### config.mk
export PLATFORM = sky130hd
export DESIGN_NAME = mode_input_router
export DESIGN_NICKNAME = d
export VERILOG_FILES = /design/src/rtl/mode_input_router.sv
export SDC_FILE = /design/constraint.sdc
export NUM_CORES = 1
export LEC_CHECK = 0
export ABC_AREA = 1
export CAP_MARGIN = 25
export CORE_ASPECT_RATIO = 0.9
export CORE_MARGIN = 4
export CORE_UTILIZATION = 56
export CTS_CLUSTER_DIAMETER = 60
export DETAILED_ROUTE_END_ITERATION = 12
export GPL_TIMING_DRIVEN = 0
export PLACE_DENSITY = 0.82
export SLEW_MARGIN = 20
export SYNTH_ARGS = -nofsm -noshare
export SYNTH_HDL_FRONTEND = slang
export SYNTH_SLANG_ARGS = --single-unit
### constraint.sdc
create_clock -name clk_i -period 2.1 [get_ports clk_i]
set_clock_uncertainty 0.1 [all_clocks]
set_input_delay 0.525 -clock clk_i [delete_from_list [all_inputs] [get_ports clk_i]]
set_output_delay 0.525 -clock clk_i [all_outputs]
set_load 0.02 [all_outputs]
### src/rtl/mode_input_router.sv
// Steers debounced function buttons to the active mode's pulse slice, cycles the mode on
// the mode button, and adds release lockout, auto-repeat and a mode-change strobe.
module mode_input_router #(
    parameter int                  NUM_MODES     = 3,
    parameter int                  NUM_BTNS      = 4,
    parameter logic [NUM_BTNS-1:0] REPEAT_MASK   = 4'b0001,
    parameter int                  REPEAT_DELAY  = 50_000_000,
    parameter int                  REPEAT_PERIOD = 10_000_000,
    localparam int                 MW            = (NUM_MODES > 2) ? $clog2(NUM_MODES) : 1
) (
    input  logic                          clk_i,
    input  logic                          reset_i,
    input  logic                          mode_btn_i,
    input  logic [NUM_BTNS-1:0]           btn_i,
    output logic [MW-1:0]                 mode_o,
    output logic                          mode_change_o,
    output logic                          lockout_o,
    output logic [NUM_MODES*NUM_BTNS-1:0] pulse_o
);

    localparam int RPT_MAX = (REPEAT_DELAY > REPEAT_PERIOD) ? REPEAT_DELAY : REPEAT_PERIOD;
    localparam int CW      = $clog2(RPT_MAX + 1);

    logic [MW-1:0]                 mode_q, mode_d;
    logic                          mode_btn_q;
    logic [NUM_BTNS-1:0]           btn_q;
    logic                          mode_change_q, mode_change_d;
    logic                          lockout_q, lockout_d;
    logic [NUM_MODES*NUM_BTNS-1:0] pulse_q, pulse_d;
    logic [CW-1:0]                 cnt_q, cnt_d;
    logic                          phase_q, phase_d;

    logic                mode_rise;
    logic [NUM_BTNS-1:0] btn_rise;
    logic                one_held;
    logic                rpt_ok;
    logic                rpt_fire;
    logic [CW-1:0]       rpt_target;
    logic [NUM_BTNS-1:0] slice;

    always_comb begin
        mode_rise  = mode_btn_i & ~mode_btn_q;
        btn_rise   = btn_i & ~btn_q;
        one_held   = (btn_i != '0) && ((btn_i & (btn_i - NUM_BTNS'(1))) == '0);
        rpt_ok     = one_held && ((btn_i & REPEAT_MASK) != '0) && !lockout_q && !mode_rise;
        // phase_q=0 waits out the initial delay, phase_q=1 the shorter repeat period
        rpt_target = phase_q ? CW'(REPEAT_PERIOD - 1) : CW'(REPEAT_DELAY - 1);

        mode_d        = mode_q;
        mode_change_d = 1'b0;
        lockout_d     = lockout_q;
        cnt_d         = cnt_q;
        phase_d       = phase_q;
        rpt_fire      = 1'b0;
        slice         = '0;
        pulse_d       = '0;

        if (mode_rise) begin
            mode_d        = (mode_q == MW'(NUM_MODES - 1)) ? '0 : mode_q + MW'(1);
            mode_change_d = 1'b1;
            lockout_d     = 1'b1;
        end else if (btn_i == '0) begin
            lockout_d = 1'b0;
        end

        if ((btn_i != btn_q) || !rpt_ok) begin
            cnt_d   = '0;
            phase_d = 1'b0;
        end else if (cnt_q == rpt_target) begin
            cnt_d    = '0;
            phase_d  = 1'b1;
            rpt_fire = 1'b1;
        end else begin
            cnt_d = cnt_q + CW'(1);
        end

        if (!lockout_q && !mode_rise) begin
            slice = btn_rise | (rpt_fire ? btn_i : '0);
        end

        for (int unsigned m = 0; m < NUM_MODES; m++) begin
            if (mode_q == MW'(m)) begin
                pulse_d[m*NUM_BTNS +: NUM_BTNS] = slice;
            end
        end
    end

    always_ff @(posedge clk_i) begin
        if (reset_i) begin
            mode_q        <= '0;
            mode_btn_q    <= 1'b0;
            btn_q         <= '0;
            mode_change_q <= 1'b0;
            lockout_q     <= 1'b1;
            pulse_q       <= '0;
            cnt_q         <= '0;
            phase_q       <= 1'b0;
        end else begin
            mode_q        <= mode_d;
            mode_btn_q    <= mode_btn_i;
            btn_q         <= btn_i;
            mode_change_q <= mode_change_d;
            lockout_q     <= lockout_d;
            pulse_q       <= pulse_d;
            cnt_q         <= cnt_d;
            phase_q       <= phase_d;
        end
    end

    assign mode_o        = mode_q;
    assign mode_change_o = mode_change_q;
    assign lockout_o     = lockout_q;
    assign pulse_o       = pulse_q;

endmodule

Word-level counts from Yosys, hierarchy flattened
Cells that the tools add are included.
Widths: inputs -> output; s select.

storage, ports and cells
  logic and storage cells = 52
  bits of input ports = 7
  register bits = 48
  output and inout bits = 16

operators by class
  reductions and logical operators = 19
  bitwise logic cells = 9
  eq/ne operators = 4
  add/sub/neg operators = 3
  multiplexer cells = 7

operators with widths
  kind                   count
  $add 26x1->26 const B  1
  $eq 26x26->1           1
  $mux 26                1
  $reduce_or 2->1        5
  $and 4x4->4            2
  $logic_not 4->1        2
  $mux 4                 2
  $logic_and 1x1->1      5
  $ne 4x4->1             1
  $not 1->1              4
  $not 4->4              1
  $or 4x4->4             1
  $reduce_bool 4->1      1
  $sub 4x1->4 const B    1
  $logic_not 1->1        3
  $mux 1                 3
  $reduce_or 3->1        1
  $add 2x1->2 const B    1
  $eq 2x1->1 const B     1
  $eq 2x2->1 const B     1
  $logic_not 2->1        1
  $mux 2                 1
  $and 1x1->1            1
  $logic_or 1x1->1       1

Longest topological paths before layout
  word-level depth = 13
  depth in mapped cells = 10
  gate-level depth less buffers = 10

Worst setup path after synthesis
OpenSTA, ideal clock, no wires.

  path type = input port to flip-flop
  from = in btn_i[3]
  to = reg cnt_q[19]
  path slack = 0.333 ns
  data arrival time = 1.603 ns
  data required time = 1.936 ns
  library setup time = 0.064 ns
  stages on the path = 8
  cell sequence = ha_1 nand2_1 nor3_1 nand4_1 a21oi_2 buf_6 nand2_1 nor2_1

on the way
  longest elaborated chain between the ends = 10
  elaborated cells between the ends (all ways) = 12
  those cells by class = 1 x add/sub; 1 x eq/ne; 1 x bitwise; 9 x reduce/logical

ends and longest elaborated chain
  what                                line  RTL
  start, declared                     14    input logic [NUM_BTNS-1:0] btn_i,
  $sub 4x1->4                         44    one_held = (btn_i != '0) && ((btn_i & (btn_i - NUM_BTNS'(1))) == '0);
  $and 4x4->4                         44
  $logic_not 4->1                     44
  $logic_and 1x1->1                   44
  $logic_and 1x1->1 (3 in series)     45    rpt_ok = one_held && ((btn_i & REPEAT_MASK) != '0) && !lockout_q && !mode_rise;
  $logic_not 1->1                     66    if ((btn_i != btn_q) || !rpt_ok) begin
  $logic_or 1x1->1 *                  66
  $reduce_or 3->1 (no source line) *  --
  end signal, assigned                105   cnt_q <= cnt_d;
  end, declared                       30    logic [CW-1:0] cnt_q, cnt_d;

Mark *: on every way between the ends. The rest lies on a longest branch, timed or not.
A chain may end at the register's enable or synchronous reset.

Worst setup path after layout
  from = reg lockout_q (netlist: lockout_o)
  to = out lockout_o

RTL lines
  what                    line  RTL
  start, declared         28    logic lockout_q, lockout_d;
  start signal, assigned  103   lockout_q <= lockout_d;
  end, declared           17    output logic lockout_o,

No word-level cell between the ends.

==> flow_metrics.py <==
metrics = {
    "cts": {
        "clock_latency_ps": 300,
        "clock_tree.buffer_depth": 2,
        "numCtsBuffers": 5,
        "cts.clk_slew.worst_paths_ps": 80,
        "cts_max_level": 2,
        "tritoncts": "done",
        "cts_hold_buffers": 0,
        "clock-sinks": 48,
        "clock-root-buffer": "clkbuf_8",
    },
    "critical_path": {
        "timing.critical_path.arrival_ps": 1350,
        "critPathMaxFanout": 3,
        "worstRegToRegCells": 9,
        "cp_bufs_invs": 1,
        "cp.depth": 1,
        "startpoint": "lockout_o",
        "timing.rr.start": "cnt_q[0]",
        "cp_top_family": "buffers and inverters",
        "worst-setup-path-type": "reg -> out",
        "cp_data_required_time_ps": 1470,
        "critPathMaxStageDelay_ps": 640,
        "crit_path_top_delay_cell": "clkdlybuf4s50_1",
        "worst_setup_path_end_kind": "output port",
        "crit_path_start_kind": "flop",
        "worstPathCellList": "clkdlybuf4s50_1",
    },
    "synthesis": {
        "synth_top_area_cell": "dfxtp_1",
        "area_share_of_the_largest_cell_type_after_synthesis": 0.431,
        "post_synth.cell_area_avg_um2": 7.08,
        "yosys.cell_count.top_type": "nand2_1",
        "asyncSetResetFlopFracSynth": 0,
        "synth-warning-count": 0,
        "synth.lib_cells_used.distinct": 29,
        "syn-cell-area_um2": 2230,
        "synth-edff-count": 0,
        "synth_sequential_area_ratio": 0.431,
        "netlist_top_cells_area": "dfxtp_1 (43%), nand2_1 (12%), nor2_1 (11%), inv_1 (8.9%), nand3_1 (4.5%)",
        "synth.net_count": 327,
        "synth.top_cells.by_count": "nand2_1 (71), nor2_1 (64), inv_1 (53), dfxtp_1 (48), nand3_1 (20)",
        "netlist_instances": 315,
        "dominantRegCellSynth": "dfxtp_1",
        "postSynthRegisterBits": 48,
    },
    "sta": {
        "layout_worst_path_cycle_share": 0.940,
        "unrepaired_setup_endpoints_after_global_routing": "no",
        "final_max_slew_viol_count": 0,
        "final_period_minus_worst_setup_slack_ps": 1970,
        "finalSetupViolations": 0,
        "worst_pin_slew_ps": 340,
        "worst_hold_slack_ps": 355,
        "maxSlewHeadroom": 0.773,
        "timing_hold_violations_final": 0,
        "timing.fmax_mhz": 506,
        "setup-tns-final_ps": 0,
    },
    "global_routing": {
        "via_count_of_the_first_global_routing_pass": 1876,
        "antenna_found_initial": 0,
        "grt_overflow_total": 0,
        "wire_length_of_the_first_global_routing_pass_um": 7870,
        "grt_start_max_net_pins": 16,
        "grt_util_all_layers": 0.202,
    },
    "die": {
        "fp-row-count": 21,
        "start_util": 0.589,
        "core_region_area_um2": 3780,
        "die_y_um": 67.9,
        "chipWidth_um": 74.5,
        "pin_count": 23,
        "die_area_um2": 5060,
    },
    "layout": {
        "finalInstanceArea_um2": 2720,
        "finish.net_count": 361,
        "antenna_diodes": 0,
        "final.fill_count": 318,
        "final_core_utilization": 0.719,
        "final-instance-count-excl-fill": 396,
        "drive_above_1_share": 0.0971,
        "syn2layout_area_growth_pct": 21.9,
    },
    "min_path": {
        "min_delay_path_depth": 1,
        "hold_path_startpoint": "cnt_q[0]",
        "worstHoldPathType": "reg -> reg",
    },
    "outcome": {
        "outcome": "finished, final reports clean",
    },
    "routing": {
        "remaining_drc_errors": 0,
        "drtPass1Iterations": 5,
        "viasPerCell": 4.93,
        "detailedRoute.firstIterationViolations": 111,
        "drt-total-wl_um": 4550,
        "routed_wire_length_per_instance_um": 11.5,
        "ant_nets": 0,
        "vias": 1954,
    },
    "power": {
        "vdd.ir_drop.worst_v": 0.000600,
        "leakage_uw": 0.00112,
        "power.density_cell_area_nw_per_um2": 693,
    },
    "placed_design": {
        "dp.final_hpwl_um": 3310,
        "finalWeightedCongestion": 0.860,
        "numPlacedInstances": 382,
        "portBuffers": 21,
        "placed_cell_area_um2": 2500,
    },
    "job": {
        "maxCapViolCount": 0,
    },
}
==> final cells by class <==
class                      count  area, µm²  share of cell area
sequential                    48        961               0.353
clock buffer                   5       68.8              0.0253
buffer                         3       26.3             0.00966
inverter                      56        210              0.0773
timing repair buffer          27        258              0.0948
tap                           46       57.6              0.0212
clock inverter                 3       90.1              0.0331
multi-input combinational    208       1050               0.385
==> timing repair <==
item,CTS,global route
endpoints found under the setup margin,20,15
cloned,1,0
pin swaps,1,1
gates resized for setup,5,4
buffers inserted,5,0
==> cells in the final DEF (no fill, tap or decap), types with 5 or more instances in the layout <==
cell type / n
nand2_1: 71
nor2_1: 63
inv_1: 53
dfxtp_1: 48
nand3_1: 20
clkdlybuf4s50_1: 17
nor3_1: 8
nand4_1: 7
nor2_4: 5
xor2_1: 5
ha_1: 5
clkbuf_8: 5
buf_4: 5
==> path summary, 6_finish.rpt <==
path | end | slack [ps]
min | cnt_q[0] | 360
max reg2reg | cnt_q[3] | 340
min reg2reg | cnt_q[0] | 360
max | lockout_o | 130
==> state kept, by name, indices dropped and copies added, names as in the netlist <==
name,cells
btn_q,4
cnt_q,26
lockout_o,1
mode_btn_q,1
mode_change_o,1
mode_o,2
phase_q,1
pulse_o,12
==> kinds of logic after synthesis <==
family / synth area share
DFF: 0.431
buffers and inverters: 0.106
AOI/OAI and AO/OA: 0.0309
and+or+nand+nor: 0.377
adders and majority gates: 0.0281
xor gates and xnor gates: 0.0275
==> where the power goes <==
part / internal [µW] / switching (µW)
Combinational: 25.9 / 38.7
Clock: 595 / 302
Sequential: 919 / 4.63
==> through the flow <==
step                setup WS [ps]  power (µW)
global route                 19.0        1940
floorplan                     333         981
finish                        125        1890
CTS                          45.4        1900
global placement             -410        1010
detailed placement           -475        1010
==> routing by layer <==
layer / up-vias / part of all wire / track usage
li1: 1032 / - / -
met1: 874 / 0.47 / 0.254
met2: 42 / 0.48 / 0.346
met3: 6 / 0.040 / 0.0441
met4: 0 / 0.011 / 0.0600
met5: - / 0 / 0
Note: power is estimated with default switching activity, not from simulation.
